<file path="src/rtl/game_pkg.sv">
// Shared UART framing definitions for the game link encoder/decoder pair.
package game_pkg;

  localparam int unsigned UART_FRAME_LEN = 6;

  localparam logic [3:0] UART_TAG_HDR  = 4'd0;
  localparam logic [3:0] UART_TAG_XLO  = 4'd1;
  localparam logic [3:0] UART_TAG_XHI  = 4'd2;
  localparam logic [3:0] UART_TAG_YHI  = 4'd3;
  localparam logic [3:0] UART_TAG_YLO  = 4'd4;
  localparam logic [3:0] UART_TAG_COLL = 4'd5;

  typedef enum logic {HUNT, COLLECT} uart_dec_state_t;

  typedef struct packed {
    logic [1:0] player;
    logic [7:0] x;
    logic [7:0] y;
    logic       coll;
  } remote_frame_t;

endpackage

</file>
<file path="src/rtl/uart_decoder.sv">
// Reassembles 6-byte tagged UART frames from the RX FIFO and publishes
// remote-player fields only on a complete, well-formed frame.
module uart_decoder
  import game_pkg::*;
#(
  parameter int unsigned TIMEOUT_CYCLES = 1_000_000,
  parameter int unsigned ERR_W          = 8
) (
  input  logic             clk,
  input  logic             rst,
  input  logic             rx_empty,
  input  logic [7:0]       r_data,
  output logic             rd_uart,
  output logic [1:0]       remote_player,
  output logic [7:0]       remote_x,
  output logic [7:0]       remote_y,
  output logic             remote_collision,
  output logic             remote_present,
  output logic             frame_valid,
  output logic             frame_err,
  output logic [ERR_W-1:0] err_count
);

  localparam int unsigned TMO_W = (TIMEOUT_CYCLES > 2) ? $clog2(TIMEOUT_CYCLES) : 1;

  uart_dec_state_t state, state_n;
  logic [2:0]      expect_tag, expect_n;
  remote_frame_t   shadow, shadow_n;
  logic [TMO_W-1:0] tmo_cnt, tmo_n;
  logic [7:0]      byte_q;
  logic            byte_v;
  logic            fetch_c;
  logic            commit_c;
  logic            err_c;
  logic [3:0]      tag_c;
  logic [3:0]      nib_c;

  assign fetch_c = !rx_empty && !rd_uart && !byte_v;
  assign tag_c   = byte_q[3:0];
  assign nib_c   = byte_q[7:4];

  // Next-state: byte decode has priority over the inter-byte timeout.
  always_comb begin
    state_n  = state;
    expect_n = expect_tag;
    shadow_n = shadow;
    tmo_n    = tmo_cnt;
    commit_c = 1'b0;
    err_c    = 1'b0;

    if (byte_v) begin
      tmo_n = '0;
      unique case (state)
        HUNT: begin
          if (tag_c == UART_TAG_HDR && byte_q[7:6] == 2'b00) begin
            shadow_n.player = byte_q[5:4];
            expect_n        = 3'd1;
            state_n         = COLLECT;
          end else if (tag_c == UART_TAG_HDR || tag_c > UART_TAG_COLL) begin
            err_c = 1'b1;
          end
        end
        COLLECT: begin
          if (tag_c == UART_TAG_HDR && byte_q[7:6] == 2'b00) begin
            // Repeated header is tolerated; one arriving mid-frame restarts it.
            shadow_n.player = byte_q[5:4];
            err_c           = (expect_tag != 3'd1);
            expect_n        = 3'd1;
          end else if (tag_c == 4'(expect_tag)) begin
            expect_n = expect_tag + 3'd1;
            unique case (tag_c)
              UART_TAG_XLO: shadow_n.x[3:0] = nib_c;
              UART_TAG_XHI: shadow_n.x[7:4] = nib_c;
              UART_TAG_YHI: shadow_n.y[7:4] = nib_c;
              UART_TAG_YLO: shadow_n.y[3:0] = nib_c;
              default: begin
                state_n = HUNT;
                if (byte_q[7:5] == 3'b000) begin
                  shadow_n.coll = byte_q[4];
                  commit_c      = 1'b1;
                end else begin
                  err_c = 1'b1;
                end
              end
            endcase
          end else begin
            err_c   = 1'b1;
            state_n = HUNT;
          end
        end
        default: state_n = HUNT;
      endcase
    end else if (state == COLLECT) begin
      if (tmo_cnt == TMO_W'(TIMEOUT_CYCLES - 1)) begin
        err_c   = 1'b1;
        state_n = HUNT;
        tmo_n   = '0;
      end else begin
        tmo_n = tmo_cnt + TMO_W'(1);
      end
    end else begin
      tmo_n = '0;
    end
  end

  always_ff @(posedge clk) begin
    if (rst) begin
      state            <= HUNT;
      expect_tag       <= '0;
      shadow           <= '0;
      tmo_cnt          <= '0;
      byte_q           <= '0;
      byte_v           <= 1'b0;
      rd_uart          <= 1'b0;
      remote_player    <= '0;
      remote_x         <= '0;
      remote_y         <= '0;
      remote_collision <= 1'b0;
      remote_present   <= 1'b0;
      frame_valid      <= 1'b0;
      frame_err        <= 1'b0;
      err_count        <= '0;
    end else begin
      state       <= state_n;
      expect_tag  <= expect_n;
      shadow      <= shadow_n;
      tmo_cnt     <= tmo_n;
      rd_uart     <= fetch_c;
      byte_v      <= fetch_c;
      frame_valid <= commit_c;
      frame_err   <= err_c;
      if (fetch_c) begin
        byte_q <= r_data;
      end
      if (commit_c) begin
        remote_player    <= shadow_n.player;
        remote_x         <= shadow_n.x;
        remote_y         <= shadow_n.y;
        remote_collision <= shadow_n.coll;
        remote_present   <= shadow_n.player[0];
      end
      if (err_c && err_count != '1) begin
        err_count <= err_count + ERR_W'(1);
      end
    end
  end

endmodule

</file>
<file path="config.mk">
export PLATFORM = sky130hd
export DESIGN_NAME = uart_decoder
export DESIGN_NICKNAME = d
export VERILOG_FILES = /design/src/rtl/game_pkg.sv /design/src/rtl/uart_decoder.sv
export SDC_FILE = /design/constraint.sdc
export NUM_CORES = 1
export LEC_CHECK = 0
export BUFFER_PORTS_ARGS = -buffer_cell sky130_fd_sc_hd__buf_2
export CAP_MARGIN = 20
export CORE_UTILIZATION = 30
export DETAILED_ROUTE_END_ITERATION = 10
export PLACE_DENSITY = 0.43
export SKIP_CTS_REPAIR_TIMING = 1
export SYNTH_ARGS = -nofsm -noshare
export SYNTH_HDL_FRONTEND = slang
export SYNTH_SLANG_ARGS = --single-unit
</file>
<file path="constraint.sdc">
create_clock -name clk -period 6.9 [get_ports clk]
set_clock_uncertainty 0.2 [all_clocks]
set_input_delay 0.69 -clock clk [delete_from_list [all_inputs] [get_ports clk]]
set_output_delay 0.69 -clock clk [all_outputs]
set_load 0.01 [all_outputs]
</file>
==> summary.md <==
| Metric | Value |
|---|---|
| Status | finished clean |
| Leakage | 1.59 nW |
| Final setup vio count | 0 |
| Initial Util | 0.313 |
| Area of the multi-input gates | 1710 sq um |
| Hold path cells | 1 |
| Yosys warnings | 0 |
| Overall power | between 0.9 and 1 mW |
| Min Tclk post-route | 2.47 ns |
| Vias in the first global route | approximately 2,400 |
| Commonest non-fill, non-tap cells in the layout | 80 x dfxtp_1, 64 x nor2_1, 41 x buf_2 |
| Final #Nets | between 400 and 500 |
| Post-DRT Antenna Nets | 0 |
| Syn Std Cell Area | 3450 sq um |
| Worst slack at placement | 4.42 ns |
| Slowest-stage cell, CP | dfxtp_1 |
| Worst setup path category | reg -> reg |
| CP Launch Type | flop |
| Critical path data required time | 6.90 ns |
| # DRC | 0 |
| Setup ws final | between 4 and 5 ns |
| Fmax | 405 MHz |
| Detail Placement HPWL | 4660 microns |
| RSZ-0062 raised after global routing | no |
| Layout cell share with drive strength beyond 1 | 0.220 |
| Count of different cell masters after synthesis | 52 |
| TNS Setup | 0 ns |
| Commonest non-fill, non-tap cell in the layout | dfxtp_1 |
| Max_slew headroom | 0.530 |
| Initial DRC Count | 141 |
| Routed wire length | slightly below 7000 microns |
| Largest net degree at the start of global routing | 62 |
| Worst reg2reg startpoint | byte_q[1]$_SDFFE_PP0P_ |
| Antenna cell count | 0 |
| P per Cell Area | approximately 240 nW/um^2 |
| Port Buffers | 41 |
| Io pins | 42 |
| Routed len/inst | 13.0 microns |
| Chip width | 109 microns |
| Post-Layout Cell Count | about 540 |
| Die Ht | 109 microns |
| Worst path max stage delay | 0.50 ns |
| Max-cap violations | 0 |
| Vias | 2,555 |
| R2R cell count | 7 |
| Crit path cell chain | xor2_1, nor4_4, nor3b_2, and4b_1, buf_4, mux2i_1, nor2_1 |
| Final Max Slew Viols | 0 |
| GP Congestion | 0.736 |
| Register area | between 1500 and 2000 sq um |
| Via-to-Cell Ratio | 4.77 |
| Clock sinks | 80 |
| Initial antenna violation count | 0 |
| Synthesized area per cell | 9.70 sq um |
| R2r setup slk | about 4.4 ns |
| H-tree levels | 3 |
| Fill count | 1,146 |
| Fin crit share | 0.358 |
| Synth Instances | 356 |
| Total congestion overflow | 0 |
| Synthesis-stage register bit count | 80 |
| FP Rows | 38 |
| Worst slew pin tran | 0.705 ns |
| Synthesized Nets | between 300 and 400 |
| Post-synthesis sequential area ratio | 0.464 |
| Final design utilization | 0.364 |
| Setup crit end kind | flop |
| CTS max path bufs | 2 |
| Clock-pin slew on the worst setup and hold paths | about 0.060 ns |
| Clock root cell | clkbuf_16 |
| Area growth syn-to-layout | 16.4% |
| TritonCTS buffer count | 9 |
| Crit-path max FO | 31 |
| Fin. Hold Viols | 0 |
| Dpl cells | 520 |
| Core area | 11,000 sq um |
| Clk_lat worst skew | 0.34 ns |
| Die ar. | around 12,000 sq um |
| Crit Reg-Reg Endpoint | remote_y[7]$_SDFFE_PP0P_ |
| Worst setup endpoint | remote_y[7]$_SDFFE_PP0P_ |
| Area share of the largest cell type after synthesis | 0.464 |
| Synth area leaders | dfxtp_1 46%, mux2i_1 8.1%, nor2_1 7.0%, xor2_1 3.8%, a211oi_2 3.6% |
| Critical Path Start | byte_q[1]$_SDFFE_PP0P_ |
| Worst Hold Class | reg -> reg |
| CTS tree | done |
| Detailed Routing Iterations Pass 1 | 4 |
| GRT Total Usage | 0.131 |
| CP arrival | 2.47 ns |
| VDD IR-drop max | 0.135 mV |
| First-pass GRT wire length | 11,900 microns |
| Biggest area consumer among synthesized cells | dfxtp_1 |
-- how the worst min path moves through the flow --
stage / from / end / slack (ns)
floorplan: tmo_cnt[0]$_SDFF_PP0_ / tmo_cnt[0]$_SDFF_PP0_ / 0.23
global placement: tmo_cnt[0]$_SDFF_PP0_ / tmo_cnt[0]$_SDFF_PP0_ / 0.24
detailed placement: tmo_cnt[0]$_SDFF_PP0_ / tmo_cnt[0]$_SDFF_PP0_ / 0.26
CTS: tmo_cnt[0]$_SDFF_PP0_ / tmo_cnt[0]$_SDFF_PP0_ / 0.27
global route: remote_collision$_SDFFE_PP0P_ / remote_collision$_SDFFE_PP0P_ / 0.30
finish: tmo_cnt[0]$_SDFF_PP0_ / tmo_cnt[0]$_SDFF_PP0_ / 0.27
-- final cells by class --
class                           instances  area share
Clock buffer                           11      0.0604
Clock inverter                          5      0.0103
Inverter                                4     0.00374
Multi-Input combinational cell        252       0.427
Sequential cell                        80       0.399
Tap cell                              140      0.0436
Timing Repair Buffer                   44      0.0567
-- metrics by stage --
| stage | hold WS (ns) | instance area (sq um) |
|---|---|---|
| 2_1_floorplan | 0.230 | 3450 |
| 3_3_place_gp | 0.244 | 3730 |
| 3_5_place_dp | 0.256 | 3730 |
| 4_1_cts | 0.271 | 4020 |
| 5_1_grt | 0.297 | 4020 |
| 6_report | 0.271 | 4020 |
-- critical path: cells and delay by family (launching register included) --
kind                      cells  cell delay [ns]
and+or+nand+nor               4             0.85
DFF                           1             0.50
buffers and inverters         1             0.37
muxes                         1             0.24
xor gates and xnor gates      1             0.15
-- report_power, final --
part	leakage (nW)	switching [mW]	internal (mW)	total [mW]
registers	0.646	0.0102	0.467	0.477
clock network	0.132	0.194	0.256	0.450
logic	0.808	0.0257	0.0171	0.0428
-- cells by family after synthesis --
logic type | share of synthesized area
adders and majority gates | 0.0145
muxes | 0.0812
buffers and inverters | 0.0410
and+or+nand+nor | 0.229
AOI/OAI and AO/OA | 0.112
DFF | 0.464
xor gates and xnor gates | 0.0584
-- registers in the layout, indices dropped and copies added (netlist names) --
signal and count:
byte_v 1, tmo_cnt 20, state 1, shadow 18
remote_collision 1, frame_valid 1, remote_x 8, remote_y 8
remote_player 2, err_count 8, expect_tag 3, byte_q 8
frame_err 1
-- metal layers --
layer | global-route usage | vias up | wire length (microns)
met3 | 0.0400 | 11 | 310
met4 | 0.0600 | 0 | 129
met2 | 0.190 | 50 | 2880
met1 | 0.176 | 1180 | 3640
li1 | - | 1314 | -
met5 | 0 | - | 0
-- synth_stat cells (all sizes together) --
library cell,instances
xor2,15
inv,4
nand2,19
and2,1
clkbuf,12
a41o,1
or4,1
nor3b,2
buf,8
a22oi,1
nor4b,1
or3,6
nor2b,8
nand3,13
a21o,1
and4,3
nor3,5
nor4bb,1
dfxtp,80
o31ai,4
nand4,6
o21ai,12
or2,2
a41oi,1
and4b,2
xnor2,8
mux2i,28
nand4b,2
nor4,3
a21oi,14
a221oi,1
o32ai,1
nor2,64
a211oi,11
and2b,1
nand2b,1
or2b,1
a31oi,1
and3,5
ha,4
o21a,1
o311ai,1
Note: power is estimated with default switching activity, not from simulation.
